--- src/rtl/fp_pkg.sv ---
// Shared definitions for the FP32 multiplier arbiter slice:
// FP32 field widths, the rounding-mode type and encodings, and the
// arbiter FSM state enum.
package fp_pkg;

  localparam int FP_SIGN_W = 1;
  localparam int FP_EXP_W  = 8;
  localparam int FP_MAN_W  = 23;
  localparam int FP_W      = FP_SIGN_W + FP_EXP_W + FP_MAN_W;

  // Rounding mode. Unlisted encodings round to nearest-even.
  typedef logic [2:0] rmode_t;
  localparam rmode_t RM_RNE = 3'b000;  // nearest, ties to even
  localparam rmode_t RM_RTZ = 3'b001;  // toward zero
  localparam rmode_t RM_RUP = 3'b010;  // toward +infinity
  localparam rmode_t RM_RDN = 3'b011;  // toward -infinity
  localparam rmode_t RM_RNA = 3'b100;  // nearest, ties away from zero

  localparam logic [FP_W-1:0] FP_QNAN = 32'h7FC0_0000;

  typedef enum logic [1:0] {
    ST_IDLE = 2'd0,
    ST_CALC = 2'd1,
    ST_RESP = 2'd2
  } arb_state_e;

endpackage

--- src/rtl/fp_mul_arbiter_if.sv ---
// Request/response bundle between two requesters and fp_mul_arbiter.
//   req_valid/req_ready : per-requester operation handshake (index 0/1)
//   req_x/req_y         : per-requester FP32 operands
//   req_rmode           : per-requester rounding mode
//   rsp_valid/rsp_ready : per-requester result handshake
//   rsp_z/rsp_ovrf/rsp_udrf : shared result, qualified by rsp_valid
// master = requester side, slave = arbiter side.
interface fp_mul_arbiter_if;

  logic [1:0]                req_valid;
  logic [1:0]                req_ready;
  logic [1:0][31:0]          req_x;
  logic [1:0][31:0]          req_y;
  fp_pkg::rmode_t [1:0]      req_rmode;
  logic [1:0]                rsp_valid;
  logic [1:0]                rsp_ready;
  logic [31:0]               rsp_z;
  logic                      rsp_ovrf;
  logic                      rsp_udrf;

  modport master (
    output req_valid, req_x, req_y, req_rmode, rsp_ready,
    input  req_ready, rsp_valid, rsp_z, rsp_ovrf, rsp_udrf
  );

  modport slave (
    input  req_valid, req_x, req_y, req_rmode, rsp_ready,
    output req_ready, rsp_valid, rsp_z, rsp_ovrf, rsp_udrf
  );

endinterface

--- src/rtl/fp_mul.sv ---
// Combinational FP32 multiplier.
//   fp_X, fp_Y : operands          r_mode : rounding mode (fp_pkg RM_*)
//   fp_Z       : product           ovrf/udrf : overflow / underflow flags
// Subnormal inputs are treated as zero and results below the normal range
// flush to signed zero with udrf set. Overflow saturates to infinity or the
// largest finite value depending on the rounding direction. NaN inputs and
// inf*0 give a quiet NaN. The datapath is symmetric in fp_X/fp_Y.
module fp_mul
  import fp_pkg::*;
(
  input  logic [31:0] fp_X,
  input  logic [31:0] fp_Y,
  input  rmode_t      r_mode,
  output logic [31:0] fp_Z,
  output logic        ovrf,
  output logic        udrf
);

  logic                  sign;
  logic [FP_EXP_W-1:0]   ea, eb;
  logic [FP_MAN_W-1:0]   fa, fb;
  logic                  a_zero, b_zero, a_inf, b_inf, a_nan, b_nan;
  logic [47:0]           prod;
  logic                  norm, guard, sticky, inc, ovf_to_inf;
  logic [FP_MAN_W-1:0]   mant;
  logic [FP_MAN_W:0]     mant_r;
  logic signed [9:0]     exp_s;

  // NOTE: every variable written here gets a value on every path (defaults
  // first), otherwise synthesis infers latches.
  always_comb begin
    sign   = fp_X[31] ^ fp_Y[31];
    ea     = fp_X[30:23];
    eb     = fp_Y[30:23];
    fa     = fp_X[FP_MAN_W-1:0];
    fb     = fp_Y[FP_MAN_W-1:0];
    a_zero = (ea == 8'h00);
    b_zero = (eb == 8'h00);
    a_inf  = (ea == 8'hFF) && (fa == '0);
    b_inf  = (eb == 8'hFF) && (fb == '0);
    a_nan  = (ea == 8'hFF) && (fa != '0);
    b_nan  = (eb == 8'hFF) && (fb != '0);

    prod = {24'd0, 1'b1, fa} * {24'd0, 1'b1, fb};
    // Product of two [1,2) significands lies in [1,4): bit 47 selects the
    // binade and shifts the round/sticky window by one.
    norm = prod[47];
    if (norm) begin
      mant   = prod[46:24];
      guard  = prod[23];
      sticky = |prod[22:0];
    end else begin
      mant   = prod[45:23];
      guard  = prod[22];
      sticky = |prod[21:0];
    end

    case (r_mode)
      RM_RTZ:  begin inc = 1'b0;                     ovf_to_inf = 1'b0;  end
      RM_RUP:  begin inc = ~sign & (guard | sticky); ovf_to_inf = ~sign; end
      RM_RDN:  begin inc = sign & (guard | sticky);  ovf_to_inf = sign;  end
      RM_RNA:  begin inc = guard;                    ovf_to_inf = 1'b1;  end
      default: begin inc = guard & (sticky | mant[0]); ovf_to_inf = 1'b1; end
    endcase

    // A rounding carry out of the mantissa bumps the exponent; the stored
    // fraction is then all zeros, which mant_r[22:0] already holds.
    mant_r = {1'b0, mant} + {{FP_MAN_W{1'b0}}, inc};
    exp_s  = $signed({2'b00, ea}) + $signed({2'b00, eb}) - 10'sd127
           + $signed({9'd0, norm}) + $signed({9'd0, mant_r[FP_MAN_W]});

    fp_Z = {sign, exp_s[7:0], mant_r[FP_MAN_W-1:0]};
    ovrf = 1'b0;
    udrf = 1'b0;
    if (a_nan || b_nan || (a_inf && b_zero) || (a_zero && b_inf)) begin
      fp_Z = FP_QNAN;
    end else if (a_inf || b_inf) begin
      fp_Z = {sign, 8'hFF, 23'd0};
    end else if (a_zero || b_zero) begin
      fp_Z = {sign, 31'd0};
    end else if (exp_s >= 10'sd255) begin
      ovrf = 1'b1;
      fp_Z = ovf_to_inf ? {sign, 8'hFF, 23'd0} : {sign, 8'hFE, 23'h7F_FFFF};
    end else if (exp_s <= 10'sd0) begin
      udrf = 1'b1;
      fp_Z = {sign, 31'd0};
    end
  end

endmodule

--- src/rtl/fp_mul_arbiter.sv ---
// Time-shares one fp_mul between two requesters with round-robin grant.
//   clk, rst_n : clock, asynchronous active-low reset
//   bus        : fp_mul_arbiter_if.slave (request/response handshakes)
//   stat_ops   : accepts per requester        (only with FP_MUL_ARB_STATS_EN)
//   stat_ovf   : completed responses with ovrf (only with FP_MUL_ARB_STATS_EN)
// Operation: IDLE accepts one request and registers its operands, CALC
// evaluates fp_mul from those registers and captures the result, RESP holds
// the result until the owner takes it. Accept at cycle N gives rsp_valid at
// N+2; at most one operation per three cycles.
module fp_mul_arbiter
  import fp_pkg::*;
#(
  parameter int STAT_W = 16
) (
  input  logic                   clk,
  input  logic                   rst_n,
`ifdef FP_MUL_ARB_STATS_EN
  output logic [1:0][STAT_W-1:0] stat_ops,
  output logic [STAT_W-1:0]      stat_ovf,
`endif
  fp_mul_arbiter_if.slave        bus
);

  arb_state_e  state_q, state_d;
  logic        owner_q, owner_d;
  logic        last_grant_q, last_grant_d;
  logic [31:0] x_q, x_d, y_q, y_d;
  rmode_t      rmode_q, rmode_d;
  logic [31:0] z_q, z_d;
  logic        ovrf_q, ovrf_d, udrf_q, udrf_d;
  logic [1:0]  rsp_valid_q, rsp_valid_d;

  logic [31:0] mul_z;
  logic        mul_ovrf, mul_udrf;
  logic [1:0]  grant;
  logic        grant_idx, accept, complete;

  fp_mul u_fp_mul (
    .fp_X   (x_q),
    .fp_Y   (y_q),
    .r_mode (rmode_q),
    .fp_Z   (mul_z),
    .ovrf   (mul_ovrf),
    .udrf   (mul_udrf)
  );

  // Round-robin: a lone requester wins; on a tie the one that did not win
  // last time wins. Grant is offered only in IDLE and never during reset.
  always_comb begin
    case (bus.req_valid)
      2'b10:   grant_idx = 1'b1;
      2'b11:   grant_idx = ~last_grant_q;
      default: grant_idx = 1'b0;
    endcase
    grant = 2'b00;
    if ((state_q == ST_IDLE) && rst_n && (bus.req_valid != 2'b00)) begin
      grant[grant_idx] = 1'b1;
    end
  end

  assign accept   = |grant;
  assign complete = (state_q == ST_RESP) && bus.rsp_ready[owner_q];

  always_comb begin
    state_d      = state_q;
    owner_d      = owner_q;
    last_grant_d = last_grant_q;
    x_d          = x_q;
    y_d          = y_q;
    rmode_d      = rmode_q;
    z_d          = z_q;
    ovrf_d       = ovrf_q;
    udrf_d       = udrf_q;
    rsp_valid_d  = rsp_valid_q;
    case (state_q)
      ST_IDLE: if (accept) begin
        state_d      = ST_CALC;
        owner_d      = grant_idx;
        last_grant_d = grant_idx;
        x_d          = bus.req_x[grant_idx];
        y_d          = bus.req_y[grant_idx];
        rmode_d      = bus.req_rmode[grant_idx];
      end
      ST_CALC: begin
        state_d     = ST_RESP;
        z_d         = mul_z;
        ovrf_d      = mul_ovrf;
        udrf_d      = mul_udrf;
        rsp_valid_d = owner_q ? 2'b10 : 2'b01;
      end
      ST_RESP: if (complete) begin
        state_d     = ST_IDLE;
        rsp_valid_d = 2'b00;
      end
      default: state_d = ST_IDLE;
    endcase
  end

  // NOTE: state registers use non-blocking assignments so every flop samples
  // pre-edge values regardless of statement order.
  // Operand and result registers are reset too: their values are visible on
  // rsp_z and at the multiplier inputs straight out of reset.
  always_ff @(posedge clk or negedge rst_n) begin
    if (!rst_n) begin
      state_q      <= ST_IDLE;
      owner_q      <= 1'b0;
      last_grant_q <= 1'b1;  // requester 0 wins the first tie
      x_q          <= '0;
      y_q          <= '0;
      rmode_q      <= '0;
      z_q          <= '0;
      ovrf_q       <= 1'b0;
      udrf_q       <= 1'b0;
      rsp_valid_q  <= 2'b00;
    end else begin
      state_q      <= state_d;
      owner_q      <= owner_d;
      last_grant_q <= last_grant_d;
      x_q          <= x_d;
      y_q          <= y_d;
      rmode_q      <= rmode_d;
      z_q          <= z_d;
      ovrf_q       <= ovrf_d;
      udrf_q       <= udrf_d;
      rsp_valid_q  <= rsp_valid_d;
    end
  end

  assign bus.req_ready = grant;
  assign bus.rsp_valid = rsp_valid_q;
  assign bus.rsp_z     = z_q;
  assign bus.rsp_ovrf  = ovrf_q;
  assign bus.rsp_udrf  = udrf_q;

`ifdef FP_MUL_ARB_STATS_EN
  logic [1:0][STAT_W-1:0] stat_ops_q, stat_ops_d;
  logic [STAT_W-1:0]      stat_ovf_q, stat_ovf_d;

  // Saturating counters: hold at all-ones instead of wrapping.
  always_comb begin
    stat_ops_d = stat_ops_q;
    stat_ovf_d = stat_ovf_q;
    if (accept && (stat_ops_q[grant_idx] != '1)) begin
      stat_ops_d[grant_idx] = stat_ops_q[grant_idx] + STAT_W'(1);
    end
    if (complete && ovrf_q && (stat_ovf_q != '1)) begin
      stat_ovf_d = stat_ovf_q + STAT_W'(1);
    end
  end

  always_ff @(posedge clk or negedge rst_n) begin
    if (!rst_n) begin
      stat_ops_q <= '0;
      stat_ovf_q <= '0;
    end else begin
      stat_ops_q <= stat_ops_d;
      stat_ovf_q <= stat_ovf_d;
    end
  end

  assign stat_ops = stat_ops_q;
  assign stat_ovf = stat_ovf_q;
`endif

endmodule

--- src/flat_wrapper.sv ---
// flat-port wrapper written by rule: the top's interface ports become plain ports
module fp_mul_arbiter_flat import fp_pkg::*;
#(
  parameter int STAT_W = 16
)
  (clk, rst_n, bus_req_valid, bus_req_x, bus_req_y, bus_req_rmode, bus_rsp_ready, bus_req_ready, bus_rsp_valid, bus_rsp_z, bus_rsp_ovrf, bus_rsp_udrf);
  fp_mul_arbiter_if bus_i ();
  input  logic clk;
  input  logic rst_n;
  input wire logic [$bits(bus_i.req_valid)-1:0] bus_req_valid;
  input wire logic [$bits(bus_i.req_x)-1:0] bus_req_x;
  input wire logic [$bits(bus_i.req_y)-1:0] bus_req_y;
  input wire logic [$bits(bus_i.req_rmode)-1:0] bus_req_rmode;
  input wire logic [$bits(bus_i.rsp_ready)-1:0] bus_rsp_ready;
  output wire logic [$bits(bus_i.req_ready)-1:0] bus_req_ready;
  output wire logic [$bits(bus_i.rsp_valid)-1:0] bus_rsp_valid;
  output wire logic [$bits(bus_i.rsp_z)-1:0] bus_rsp_z;
  output wire logic [$bits(bus_i.rsp_ovrf)-1:0] bus_rsp_ovrf;
  output wire logic [$bits(bus_i.rsp_udrf)-1:0] bus_rsp_udrf;
  assign bus_i.req_valid = bus_req_valid;
  assign bus_i.req_x = bus_req_x;
  assign bus_i.req_y = bus_req_y;
  assign bus_i.req_rmode = bus_req_rmode;
  assign bus_i.rsp_ready = bus_rsp_ready;
  assign bus_req_ready = bus_i.req_ready;
  assign bus_rsp_valid = bus_i.rsp_valid;
  assign bus_rsp_z = bus_i.rsp_z;
  assign bus_rsp_ovrf = bus_i.rsp_ovrf;
  assign bus_rsp_udrf = bus_i.rsp_udrf;
  fp_mul_arbiter #(.STAT_W(STAT_W)) u_core (.clk(clk), .rst_n(rst_n), .bus(bus_i));
endmodule
--- config.mk ---
export PLATFORM = sky130hd
export DESIGN_NAME = fp_mul_arbiter_flat
export DESIGN_NICKNAME = d
export VERILOG_FILES = /design/src/rtl/fp_pkg.sv /design/src/rtl/fp_mul_arbiter_if.sv /design/src/rtl/fp_mul.sv /design/src/rtl/fp_mul_arbiter.sv /design/src/flat_wrapper.sv
export SDC_FILE = /design/constraint.sdc
export NUM_CORES = 2
export LEC_CHECK = 0
export ABC_CLOCK_PERIOD_IN_PS = 11100
export BUFFER_PORTS_ARGS = -buffer_cell sky130_fd_sc_hd__buf_2
export CAP_MARGIN = 20
export CORE_ASPECT_RATIO = 0.8
export CORE_MARGIN = 2
export CORE_UTILIZATION = 45
export DETAILED_ROUTE_END_ITERATION = 8
export GPL_ROUTABILITY_DRIVEN = 0
export PLACE_DENSITY = 0.74
export SETUP_SLACK_MARGIN = 0.02
export SLEW_MARGIN = 25
export SYNTH_ARGS = -nofsm -noshare
export SYNTH_HDL_FRONTEND = slang
export SYNTH_SLANG_ARGS = --single-unit
--- constraint.sdc ---
create_clock -name clk -period 11.1 [get_ports clk]
set_input_delay 1.11 -clock clk [delete_from_list [all_inputs] [get_ports clk]]
set_output_delay 1.11 -clock clk [all_outputs]
set_load 0.005 [all_outputs]
==> metrics.yaml <==
run_status:
  status: "complete, but fails checks"
  failed_checks: "design-rule violations, negative setup slack"
die:
  initial_core_util: 0.457
  die_area_um2: 58200
  height_of_the_die_um: 216
  rows: 77
  pin_count: 178
  die_width_um: 269
  core-area_um2: 55400
yosys:
  post_synth_edffs: 0
  synth_fp_nets: 3701
  synthesis.area_per_instance_um2: 8.77
  synth_top_cell_by_area: "fa_1"
  syn_inst: 2888
  synth_sequential_area_ratio: 0.106
  synth.top_cell.area_share: 0.383
  synth_flop_cell: "dfrtp_1"
  yosys_warnings: 0
  yosys-top-cells-area: "fa_1 (38%), dfrtp_1 (10%), inv_1 (9.9%), ha_1 (9.3%), and2_1 (5.6%)"
  yosys_register_bits: 107
  synth.cell_area_um2: 25300
  async_reset_ff_frac: 1.00
  synthDistinctLibCells: 84
sta:
  grt_setup_unrepaired: "true"
  slew_headroom: 0.448
  timing_hold_violations_final: 0
  post-route-period-util: 1.01
  final-setup-viol-count: 20
  layout_setup_ws_ps: -161
  max_freq_mhz: 88.8
  worst-slew-pin-transition_ps: 827
  finalCriticalPeriod_ps: 11260
  max_slew_vio_count: 0
  fin_skew_ps: 13.1
worst_setup_path:
  worstPathArrival_ps: 11540
  worstPathMaxFanout: 16
  worst_ep_required_time_ps: 11380
  critical_path_cell_with_the_highest_stage_delay: "fa_1"
  critPathMaxStageDelay_ps: 580
  critPathMostFrequentCell: "fa_1"
  worst_setup_path_end_kind: "flop"
  critical_setup_path_kind: "reg -> reg"
  critical_path_start_type: "flop"
clocking:
  cts_hold_buffers: 0
  cts_buffer_count: 9
  clock_tree.buffer_depth: 2
  cts-root-buf: "clkbuf_16"
  worst_skew_pair.late_latency_ps: 390
  tritoncts_clock_tree: "yes"
  worst_setup_hold_path_clk_slew_ps: 90
  cts.sinks: 107
  htree_num_levels: 3
layout:
  final_design_area_no_fill_um2: 30000
  final_net_count: 4039
  layout.filler_cells: 4859
  area_growth_syn_to_layout_pct: 18.6
  post_layout_utilization_of_the_core: 0.542
  layout-drive-gt1-share: 0.194
global_routing:
  grt_pass1_vias: 21900
  grt.overflow.total: 0
  grt_first_pass_wirelength_um: 124000
  grt_start_max_net_pins: 70
  initial_antenna_violation_count: 4
  global_route.usage.total: 0.273
place:
  place.port_buffers: 177
  placed_cell_area_um2: 29100
  detailedPlacementHpwl_um: 66000
route:
  postRouteWirelength_um: 78800
  length_of_the_first_detailed_routing_pass_in_iterations: 9
  routed.top_layer: "met5"
  antenna_violating_nets_post_route: 0
  detailroute.wirelength.met2_um: 33500
  route.detailed.drc: 16
  detail_route.wirelength.met1_um: 32700
  via_per_inst: 5.47
  routed-wl-met3_um: 10000
  detail_route.wl_per_cell_um: 19.8
  vias: 21800
  drt_first_iter_violations: 2531
job:
  drv_cap: 0
min_path:
  hold_path_class: "reg -> reg"
path summary, 6_finish.rpt:
check | start | end | slack [ps] | cells past startpoint
worst max-delay path | u_core.y_q[0]$_DFFE_PN0P_ | u_core.bus.rsp_z[11]$_DFFE_PN0P_ | -160 | 47
worst min-delay path | u_core.bus.rsp_z[2]$_DFFE_PN0P_ | u_core.bus.rsp_z[2]$_DFFE_PN0P_ | 500 | 2
worst max register to register | u_core.y_q[0]$_DFFE_PN0P_ | u_core.bus.rsp_z[11]$_DFFE_PN0P_ | -160 | 47
worst min register to register | u_core.bus.rsp_z[2]$_DFFE_PN0P_ | u_core.bus.rsp_z[2]$_DFFE_PN0P_ | 500 | 2
max in group asynchronous | rst_n | u_core.y_q[9]$_DFFE_PN0P_ | 9000 | 2
min in group asynchronous | rst_n | u_core.bus.rsp_z[24]$_DFFE_PN0P_ | 760 | 1
through the flow:
step | std cells | hold slack, ps | setup slack (ps) | TNS (ps)
finish | 3982 | 496 | -161 | -2260
global route | 3981 | 524 | -536 | -13870
CTS | 3965 | 502 | 21.8 | 0
detailed placement | 3935 | 470 | -284 | -4420
global placement | 3935 | 477 | -122 | -1890
floorplan | 2888 | 467 | 20.4 | 0
worst max-delay path, delay by kind of cell, from the launching register on:
kind            cells  cell delay, ps
simple gates       21            3410
xor+xnor            1             210
compound gates      8            1400
buf+inv             5             640
fa+ha+maj          11            4920
mux                 1              80
flops               1             460
cell type report:
class	count	area, um^2	area share
timing repair buffer	484	3610	0.120
inverter	671	2530	0.0841
sequential	107	2700	0.0900
tap	750	938	0.0312
clock buffer	10	229	0.00762
antenna	1	2.50	0.0000833
multi-input combinational	1953	19900	0.664
clock inverter	6	85.1	0.00283
cells by family (layout without fill, tap and decap cells):
group | count (synthesis) | in the layout | synth area share
flops | 107 | 107 | 0.106
buf+inv | 828 | 1171 | 0.124
mux | 7 | 7 | 0.00287
xor+xnor | 70 | 70 | 0.0245
other cells | 0 | 1 | 0
fa+ha+maj | 673 | 673 | 0.476
simple gates | 847 | 847 | 0.166
compound gates | 356 | 356 | 0.101
cells in the mapped netlist, drive strengths merged, types with 6 or more instances:
library cell    n
a211oi         10
a21boi          6
a21o           14
a21oi          85
a221o          11
a222oi         67
a31oi          11
and2          228
and3           10
buf            16
clkbuf        141
dfrtp         106
fa            484
ha            189
inv           668
nand2         359
nand2b         10
nand3          23
nand4          30
nor2           93
nor2b           7
nor3           28
nor4           24
o211ai         16
o21a           13
o21ai          68
or3            11
xnor2          42
xor2           28
registers in the layout, indices dropped and copies added (netlist names):
| name | cells |
|---|---|
| u_core.bus.rsp_z | 32 |
| u_core.x_q | 32 |
| u_core.y_q | 32 |
| u_core.rmode_q | 3 |
| u_core.bus.rsp_valid | 2 |
| u_core.state_q | 2 |
| u_core.bus.rsp_ovrf | 1 |
| u_core.bus.rsp_udrf | 1 |
| u_core.last_grant_q | 1 |
| u_core.owner_q | 1 |
cell usage in the layout, fill, tap and decap left out, types with 6 or more instances in the layout:
| cell | n |
|---|---|
| fa_1 | 478 |
| nand2b_1 | 9 |
| nor3_1 | 26 |
| a21oi_2 | 9 |
| and2_1 | 225 |
| buf_6 | 8 |
| dfrtp_1 | 86 |
| ha_1 | 178 |
| o21a_1 | 13 |
| a211oi_1 | 6 |
| xnor2_1 | 41 |
| nand3_1 | 21 |
| nand4_1 | 30 |
| a31oi_1 | 9 |
| buf_2 | 176 |
| o211ai_1 | 16 |
| buf_12 | 28 |
| o21ai_2 | 10 |
| a21o_1 | 14 |
| nand2_1 | 353 |
| a222oi_1 | 67 |
| fa_2 | 6 |
| o21ai_0 | 46 |
| nor2b_1 | 7 |
| xor2_1 | 27 |
| buf_4 | 269 |
| a221o_1 | 11 |
| ha_4 | 6 |
| a21oi_1 | 73 |
| nor4_1 | 21 |
| nor2_1 | 90 |
| dfrtp_2 | 20 |
| o21ai_1 | 10 |
| or3_1 | 11 |
| clkbuf_16 | 10 |
| inv_1 | 662 |
what timing repair did:
item	CTS	global route
setup buffers	14	16
pin swaps	16	23
hold endpoints to repair	0	0
gates cloned	0	1
setup endpoints to repair	29	33
gates resized for setup	17	80
routing by layer:
layer  track usage  vias to the layer above
met3        0.0888                      146
met2         0.396                     1187
met4        0.0769                        6
met1         0.389                    10800
li1              -                     9684
met5             0                        -
Power is left out: the tool's default activity adds up to more than one toggle a clock period on the data nets, which glitch-free logic cannot reach.
